<file path="src/rtl/udm_uart_tx.sv">
// Buffered UART transmitter: a byte FIFO feeds a 16-bit-timed FSM that serialises
// 8-bit frames LSB first, with optional parity and one or two stop bits.
module udm_uart_tx #(
  parameter int BAUD_DIV   = 868,
  parameter int FIFO_DEPTH = 8,
  parameter int PARITY_EN  = 0,
  parameter int PARITY_ODD = 0,
  parameter int STOP_BITS  = 1
) (
  input  logic                          clk_i,
  input  logic                          arst_ni,
  input  logic [7:0]                    data_i,
  input  logic                          valid_i,
  output logic                          ready_o,
  output logic                          tx_o,
  output logic                          busy_o,
  output logic [$clog2(FIFO_DEPTH):0]   fifo_cnt_o
);

  localparam int PTR_W = $clog2(FIFO_DEPTH);
  localparam int CNT_W = PTR_W + 1;
  localparam logic [15:0] BIT_LAST  = 16'(BAUD_DIV - 1);
  localparam logic [2:0]  STOP_LAST = 3'(STOP_BITS - 1);

  typedef enum logic [2:0] {S_IDLE, S_START, S_DATA, S_PARITY, S_STOP} state_t;

  state_t             state_q, state_d;
  logic [15:0]        timer_q, timer_d;
  logic [2:0]         idx_q, idx_d;
  logic               tx_q, tx_d;
  logic [7:0]         sh_q, sh_d;
  logic               par_q;
  logic [7:0]         mem [FIFO_DEPTH];
  logic [PTR_W-1:0]   wr_ptr_q, rd_ptr_q;
  logic [CNT_W-1:0]   cnt_q;
  logic [7:0]         head;
  logic               push, pop, timer_done, fifo_nempty;

  assign head        = mem[rd_ptr_q];
  assign ready_o     = (cnt_q != CNT_W'(FIFO_DEPTH));
  assign push        = valid_i & ready_o;
  assign fifo_nempty = (cnt_q != '0);
  assign timer_done  = (timer_q == '0);
  assign tx_o        = tx_q;
  assign busy_o      = (state_q != S_IDLE) | fifo_nempty;
  assign fifo_cnt_o  = cnt_q;

  // Control state: FSM, bit timer, bit/stop index, line driver, FIFO pointers
  always_ff @(posedge clk_i or negedge arst_ni) begin
    if (!arst_ni) begin
      state_q  <= S_IDLE;
      timer_q  <= '0;
      idx_q    <= '0;
      tx_q     <= 1'b1;
      wr_ptr_q <= '0;
      rd_ptr_q <= '0;
      cnt_q    <= '0;
    end else begin
      state_q <= state_d;
      timer_q <= timer_d;
      idx_q   <= idx_d;
      tx_q    <= tx_d;
      if (push) wr_ptr_q <= wr_ptr_q + 1'b1;
      if (pop)  rd_ptr_q <= rd_ptr_q + 1'b1;
      case ({push, pop})
        2'b10:   cnt_q <= cnt_q + 1'b1;
        2'b01:   cnt_q <= cnt_q - 1'b1;
        default: cnt_q <= cnt_q;
      endcase
    end
  end

  // Datapath storage carries no reset; it is always loaded before use
  always_ff @(posedge clk_i) begin
    if (push) mem[wr_ptr_q] <= data_i;
    sh_q <= sh_d;
    if (pop) par_q <= (^head) ^ 1'(PARITY_ODD);
  end

  always_comb begin
    state_d = state_q;
    unique case (state_q)
      S_IDLE:   if (fifo_nempty) state_d = S_START;
      S_START:  if (timer_done) state_d = S_DATA;
      S_DATA:   if (timer_done && idx_q == 3'd7)
                  state_d = (PARITY_EN != 0) ? S_PARITY : S_STOP;
      S_PARITY: if (timer_done) state_d = S_STOP;
      S_STOP:   if (timer_done && idx_q == STOP_LAST)
                  state_d = fifo_nempty ? S_START : S_IDLE;
      default:  state_d = S_IDLE;
    endcase
  end

  // Registered outputs: next line level, timer reload, shift and FIFO pop
  always_comb begin
    tx_d    = tx_q;
    timer_d = timer_done ? timer_q : timer_q - 16'd1;
    idx_d   = idx_q;
    sh_d    = sh_q;
    pop     = 1'b0;
    unique case (state_q)
      S_IDLE: begin
        tx_d    = 1'b1;
        timer_d = '0;
        if (fifo_nempty) begin
          pop     = 1'b1;
          sh_d    = head;
          tx_d    = 1'b0;
          timer_d = BIT_LAST;
        end
      end
      S_START: if (timer_done) begin
        tx_d    = sh_q[0];
        idx_d   = '0;
        timer_d = BIT_LAST;
      end
      S_DATA: if (timer_done) begin
        timer_d = BIT_LAST;
        if (idx_q == 3'd7) begin
          idx_d = '0;
          tx_d  = (PARITY_EN != 0) ? par_q : 1'b1;
        end else begin
          idx_d = idx_q + 3'd1;
          sh_d  = {1'b0, sh_q[7:1]};
          tx_d  = sh_q[1];
        end
      end
      S_PARITY: if (timer_done) begin
        tx_d    = 1'b1;
        idx_d   = '0;
        timer_d = BIT_LAST;
      end
      S_STOP: if (timer_done) begin
        // The stop index counts whole stop bits so the timer never needs more than 16 bits
        if (idx_q != STOP_LAST) begin
          idx_d   = idx_q + 3'd1;
          timer_d = BIT_LAST;
        end else if (fifo_nempty) begin
          pop     = 1'b1;
          sh_d    = head;
          tx_d    = 1'b0;
          idx_d   = '0;
          timer_d = BIT_LAST;
        end else begin
          tx_d  = 1'b1;
          idx_d = '0;
        end
      end
      default: tx_d = 1'b1;
    endcase
  end

endmodule
</file>
<file path="config.mk">
export PLATFORM = sky130hd
export DESIGN_NAME = udm_uart_tx
export DESIGN_NICKNAME = d
export VERILOG_FILES = /design/src/rtl/udm_uart_tx.sv
export SDC_FILE = /design/constraint.sdc
export NUM_CORES = 1
export LEC_CHECK = 0
export ABC_AREA = 1
export BUFFER_PORTS_ARGS = -buffer_cell sky130_fd_sc_hd__buf_2
export CAP_MARGIN = 30
export CORE_ASPECT_RATIO = 0.75
export CORE_UTILIZATION = 60
export DETAILED_ROUTE_END_ITERATION = 10
export PLACE_DENSITY = 0.83
export SLEW_MARGIN = 30
export SYNTH_ARGS = -nofsm -noshare
export SYNTH_HDL_FRONTEND = slang
export SYNTH_SLANG_ARGS = --single-unit
</file>
<file path="constraint.sdc">
create_clock -name clk_i -period 3.18 [get_ports clk_i]
set_clock_uncertainty 0.2 [all_clocks]
set_input_delay 0.636 -clock clk_i [delete_from_list [all_inputs] [get_ports clk_i]]
set_output_delay 0.636 -clock clk_i [all_outputs]
set_load 0.05 [all_outputs]
</file>
==> results of run 1 <==
power groups by stage:
stage	Combinational (W)	Sequential (W)	Clock (W)
after global routing	0.00259	0.00216	0.000842
after floorplan	0.00161	0.00219	0
final	0.00232	0.00212	0.000781
after detailed placement	0.00228	0.00214	0
after global placement	0.00219	0.00213	0
after CTS	0.00230	0.00211	0.000791
registers in the layout (all words and copies together), names as in the netlist:
signal	count
tx_o	1
sh_q	8
fifo_cnt_o	4
rd_ptr_q	3
idx_q	3
mem	64
state_q	3
wr_ptr_q	3
timer_q	16
cells in the mapped netlist:
cell type  instances  area, µm²
a21oi_4            1      16.27
or2_2              3      18.77
inv_2              2      7.510
dfstp_2            1      26.28
nand4_4            1      21.27
o211ai_1           5      37.54
o211a_1            2      20.02
ha_1              10      125.1
buf_2              4      20.02
o21ai_2            1      8.760
o21a_1             1      7.510
a211oi_1           2      15.01
nand3_1           18      90.09
o221ai_1           1      8.760
a21oi_1            7      35.03
nand4_1            5      31.28
nor3_1             5      25.02
a21oi_2            2      17.52
nand3b_1           3      22.52
nor2_4             1      11.26
o31ai_1            2      15.01
xor2_1            11      96.34
xnor2_1            2      17.52
nor3_2             1      10.01
o21ai_0           54      270.3
nor2_2             6      37.54
nand2_4            3      33.78
nand2_2            4      25.02
fa_1               1      20.02
clkbuf_1           9      33.78
o21bai_1           2      15.01
clkinv_2           1      5.000
edfxtp_1          72       2162
buf_4              1      7.510
nand2_1           92      345.3
o22ai_1           11      68.82
inv_1             36      135.1
o21ai_1            6      30.03
nor2_1            76      285.3
dfrtp_1           32      800.8
worst max path at each step:
stage	slack, ps	start	to
finish	260	timer_q[0]	fifo_cnt_o[3]
global route	60	timer_q[0]	fifo_cnt_o[3]
CTS	270	timer_q[0]	fifo_cnt_o[3]
detailed placement	310	timer_q[0]	fifo_cnt_o[3]
global placement	470	timer_q[0]	fifo_cnt_o[3]
floorplan	390	fifo_cnt_o[1]	fifo_cnt_o[3]
metrics by stage:
step / total power, W / utilization / setup slack, ps
after CTS: 0.005202 / 0.6820 / 273.7
final: 0.005218 / 0.6820 / 257.0
after floorplan: 0.003801 / - / 389.2
after global routing: 0.005588 / 0.6820 / 57.31
after detailed placement: 0.004425 / 0.6589 / 306.8
after global placement: 0.004315 / 0.6589 / 472.4
cell families (layout without fill, tap and decap cells):
kind of cell / Yosys count / after routing / share of synthesized area
compound gates: 97 / 97 / 0.1136
xor+xnor: 13 / 13 / 0.02286
fa+ha+maj: 11 / 11 / 0.02915
flops: 105 / 105 / 0.6003
simple gates: 218 / 218 / 0.1922
buf+inv: 53 / 86 / 0.04196
placed cells by master, fill, tap and decap left out, types with 10 or more instances in the layout:
cell type and instances:
inv_1 36, buf_2 17, edfxtp_1 72, buf_4 14, ha_1 10, xor2_1 11, o22ai_1 11, o21ai_0 54
nor2_1 76, nand2_1 92, dfrtp_1 32, nand3_1 18
metal layers:
layer	part of all wire	vias to the layer above	routed length [µm]
met5	0	-	0
met4	0.0088	0	91
met3	0.087	14	900
met2	0.44	166	4510
met1	0.47	1722	4802
li1	-	1749	-
worst max-delay path: stages (launching register included):
cell and delay [ps]:
dfrtp_1 430, inv_1 90, ha_1 200, nand2_2 110, nor2_1 200, nand2_4 130, clkinv_2 110, nand4_4 100
nand2_4 110, ha_1 220, ha_1 250, nand2_1 70, nand2_1 50, a21oi_1 160, o21bai_1 80, a21oi_1 180
xor2_1 160
layout make-up:
class                           instances  area [µm²]  area share
Inverter                               39       147.6     0.02722
Clock buffer                            9       123.9     0.02284
Timing Repair Buffer                   31       190.2     0.03506
Sequential cell                       105        2989      0.5511
Multi-Input combinational cell        339        1782      0.3285
Tap cell                              105       131.4     0.02422
Clock inverter                          7       60.06     0.01107
==> flow_metrics.env, run 1 <==
export IMPL_switching_share=0.4382
export IMPL_power_share_combinational=0.444
export IMPL_cts_hold_buf=0
export IMPL_syn_inst=497
export IMPL_grt_busiest_layer="met2"
export IMPL_dr_pass1_iters=5
export IMPL_cts_buffers=9
export IMPL_fmax_mhz=342.1
export IMPL_rows=28
export IMPL_path_clk_slew_ps=110
export IMPL_finalSetupTns_ps=0
export IMPL_synthToLayoutAreaGrowth_pct=8.920
export IMPL_clk_path_buf_depth=2
export IMPL_peakVddDrop_mv=0.9311
export IMPL_vias=3651
export IMPL_r2r_end="fifo_cnt_o[3]"
export IMPL_grt_setup_unrepaired="no"
export IMPL_whs_ps=120.6
export IMPL_end_kind="register"
export IMPL_drtAntennaViolNets=0
export IMPL_core_um2=7953
export IMPL_grt_util_met1=0.3850
export IMPL_crit_type="reg -> reg"
export IMPL_tritoncts="built"
export IMPL_dieArea_um2=8672
export IMPL_arrival_ps=3020
export IMPL_leakagePower_nw=2.243
export IMPL_r2r_start="timer_q[0]"
export IMPL_clock_sinks=105
export IMPL_finalCritPeriodShare=0.9192
export IMPL_die_width_um=107.2
export IMPL_via_per_inst=5.750
export IMPL_placed_area_um2=5240
export IMPL_sequentialPowerShare=0.406
export IMPL_min_period_ps=2923
export IMPL_synth_warnings=0
export IMPL_power_internal_w=0.002931
export IMPL_ctsRootBufferMaster="clkbuf_8"
export IMPL_drc=0
export IMPL_slew_headroom=0.4944
export IMPL_postCtsSetupBuffers=0
export IMPL_syn_avg_cell_area_um2=10.02
export IMPL_final_area_um2=5424
export IMPL_crit_fanout=10
export IMPL_r2r_slack_ps=260
export IMPL_use_met3=0.06902
export IMPL_place_inst=619
export IMPL_n_antenna_cell=0
export IMPL_synth_fp_nets=519
export IMPL_syn_cell_area_um2=4980
export IMPL_hpwl_um=7134
export IMPL_routedWlPerCell_um=16.23
export IMPL_h_tree_depth=3
export IMPL_first_global_vias=3322
export IMPL_ctsResizeCount=0
export IMPL_grt_max_degree=35
export IMPL_start_util=0.6262
export IMPL_outcome="complete, no violations"
export IMPL_antenna_found_initial=0
export IMPL_tightest_slew_ps=758.4
export IMPL_drive_gt1_frac=0.1377
export IMPL_min_path_type="in -> async"
export IMPL_die_h_um=80.90
export IMPL_io_buffers=17
export IMPL_setup_viol_count_final=0
export IMPL_hold_viol_final=0
export IMPL_globalRouteTotalUtil=0.2607
export IMPL_powerDensity_nw_per_um2=962.1
export IMPL_synth_ff_latch_count=105
export IMPL_final_instance_count_excl_fill=635
export IMPL_drt_first_iter_violations=411
export IMPL_ff2ff_path_depth=16
export IMPL_wirelength_um=10310
export IMPL_place_congestion=0.8751
export IMPL_grtUsageMet2=0.3858
export IMPL_drv_cap=0
export IMPL_synth_seq_area_share=0.6003
export IMPL_switching_power_w=0.002287
export IMPL_yosysUniqueCellTypes=40
export IMPL_insertion_delay_ps=380
export IMPL_cp_required_ps=3270
export IMPL_fill_cells=577
export IMPL_ioPinCount=18
export IMPL_grt_pass1_wl_um=16750
export IMPL_clkPwrFrac=0.150
export IMPL_grt_overflow=0
export IMPL_nNetsFinal=547
export IMPL_report_final_slew_viol_count=0
export IMPL_start_kind="register"
(Power assumes the default switching activity.)
==> run 2, diff against run 1 <==
SETUP_SLACK_MARGIN = 0.3   (was default)
==> run 2 against run 1 <==
Net effect: routed wire length grew 0.16%; critical endpoint unchanged; clock power about the same; sequential share of layout area down 0.41 points; power grew 0.98%; cell area grew 0.78%; setup slack improved by 220 ps; register-to-register slack better by 220 ps; highest routed layer unchanged; combinational power up 2%; fmax up 8.3%; global-route usage up 0.054 points.
==> flow_metrics.env, run 2 (synthesized netlist as in run 1, its figures left out) <==
export IMPL_finalPower_w=0.005270
export IMPL_rows=28
export IMPL_core_um2=7953
export IMPL_drt_first_iter_violations=359
export IMPL_r2r_slack_ps=480
export IMPL_path_buf_inv=2
export IMPL_via_per_inst=5.730
export IMPL_cp_top_family="simple AND/OR/NAND/NOR gates"
export IMPL_path_clk_slew_ps=100
export IMPL_cpPeakStageDelay_ps=390
export IMPL_crit_fanout=10
export IMPL_cp_num_cells=16
export IMPL_io_buffers=17
export IMPL_grt_setup_unrepaired="no"
export IMPL_largest_register_ffs=64
export IMPL_cp_slowest_cell="dfrtp_1"
export IMPL_antenna_found_initial=0
export IMPL_setup_ws_ps=480.7
export IMPL_cts_buffers=9
export IMPL_crit_chain="inv_1 > ha_2 > nand2_2 > nor2_4 > nand2_4 > clkinv_2 > nand4_4 > nand2_4 > ha_4 > ha_1 > nand2_1 > nand2_1 > a21oi_2 > o21bai_1 > a21oi_2 > xor2_1"
export IMPL_outcome="complete, no violations"
export IMPL_first_global_vias=3332
export IMPL_insertion_delay_ps=380
export IMPL_ctsRootBufferMaster="clkbuf_8"
export IMPL_final_instance_count_excl_fill=636
export IMPL_dr_pass1_iters=5
export IMPL_routedWlPerCell_um=16.23
export IMPL_r2r_start="timer_q[0]"
export IMPL_finalSetupTns_ps=0
export IMPL_drv_cap=0
export IMPL_globalRouteTotalUtil=0.2613
export IMPL_preCtsSetupSlack_ps=306.8
export IMPL_crit_type="reg -> reg"
export IMPL_hold_viol_final=0
export IMPL_wirelength_um=10320
export IMPL_leakagePower_nw=2.235
export IMPL_place_congestion=0.8751
export IMPL_start_util=0.6262
export IMPL_layout_commonest_cell="nand2_1"
export IMPL_ff2ff_path_depth=16
export IMPL_nNetsFinal=548
export IMPL_layout_common_cells="92 x nand2_1, 75 x nor2_1, 72 x edfxtp_1"
export IMPL_min_path_type="in -> async"
export IMPL_ioPinCount=18
export IMPL_largestRegisters="mem (64), timer_q (16), sh_q (8)"
export IMPL_tritoncts="built"
export IMPL_top_register="mem"
export IMPL_drtAntennaViolNets=0
export IMPL_start_kind="register"
export IMPL_synthToLayoutAreaGrowth_pct=9.774
export IMPL_tightest_slew_ps=752.1
export IMPL_drc=0
export IMPL_arrival_ps=2790
export IMPL_dieArea_um2=8672
export IMPL_end_kind="register"
export IMPL_vias=3644
export IMPL_hpwl_um=7134
export IMPL_clock_sinks=105
export IMPL_grt_max_degree=35
export IMPL_die_h_um=80.90
export IMPL_r2r_end="fifo_cnt_o[3]"
export IMPL_report_final_slew_viol_count=0
export IMPL_n_antenna_cell=0
export IMPL_powerDensity_nw_per_um2=964.0
export IMPL_grt_overflow=0
export IMPL_h_tree_depth=3
export IMPL_finalCritPeriodShare=0.8488
export IMPL_die_width_um=107.2
export IMPL_drive_gt1_frac=0.1525
export IMPL_cp_required_ps=3270
export IMPL_grt_pass1_wl_um=16790
export IMPL_place_inst=619
export IMPL_peakVddDrop_mv=0.8872
export IMPL_setup_viol_count_final=0
export IMPL_fmax_mhz=370.5
export IMPL_slew_headroom=0.4986
export IMPL_clk_path_buf_depth=2
export IMPL_min_period_ps=2699
[run 2: cell count changes in the layout (fill, tap and decap cells not counted), sizes merged]
cell / change
buf: +1
clkinvlp: +1
inv: -1
[run 2: area by class of cell]
| cell class | count | area, µm² |
|---|---|---|
| clock buffer | 9 | 123.9 |
| fill | 572 | 2486 |
| timing repair buffer | 32 | 197.7 |
| sequential | 105 | 2990 |
| clock inverter | 7 | 60.06 |
| multi-input combinational | 339 | 1812 |
| inverter | 39 | 151.4 |
| tap | 105 | 131.4 |
[run 2: worst max-delay path by stage]
| stage | startpoint | slack [ps] | to |
|---|---|---|---|
| after global placement | timer_q[0] | 470 | fifo_cnt_o[3] |
| after floorplan | fifo_cnt_o[1] | 390 | fifo_cnt_o[3] |
| after detailed placement | timer_q[0] | 310 | fifo_cnt_o[3] |
| final | timer_q[0] | 480 | fifo_cnt_o[3] |
| after CTS | timer_q[0] | 320 | fifo_cnt_o[3] |
| after global routing | timer_q[0] | 300 | fifo_cnt_o[3] |
[run 2: routing by layer]
metal / track usage / up-vias / part of all wire
li1: - / 1755 / -
met1: 0.3850 / 1712 / 0.44
met2: 0.3877 / 168 / 0.45
met3: 0.06902 / 9 / 0.10
met4: 0.06849 / 0 / 0.0078
met5: 0 / - / 0
[run 2: report_power, final]
part	total [W]	internal, W	switching (W)
clock network	0.000778	0.000299	0.000479
registers	0.00212	0.00188	0.000237
logic	0.00237	0.000785	0.00159
total	0.00527	0.00296	0.00231
[run 2: repair_timing]
action                                  4_1_cts  5_1_grt
endpoints found under the hold margin         0        0
gates resized for setup                       1        8
setup buffers                                 0        1
hold buffers                                  0        0
endpoints found under the setup margin        1        2
[run 2: through the flow]
stage	cell area (µm²)	hold WS [ps]	util
2_1_floorplan	4980	140.4	-
3_3_place_gp	5240	279.9	0.6589
3_5_place_dp	5240	299.2	0.6589
4_1_cts	5426	139.9	0.6823
5_1_grt	5466	188.2	0.6874
6_report	5466	118.5	0.6874
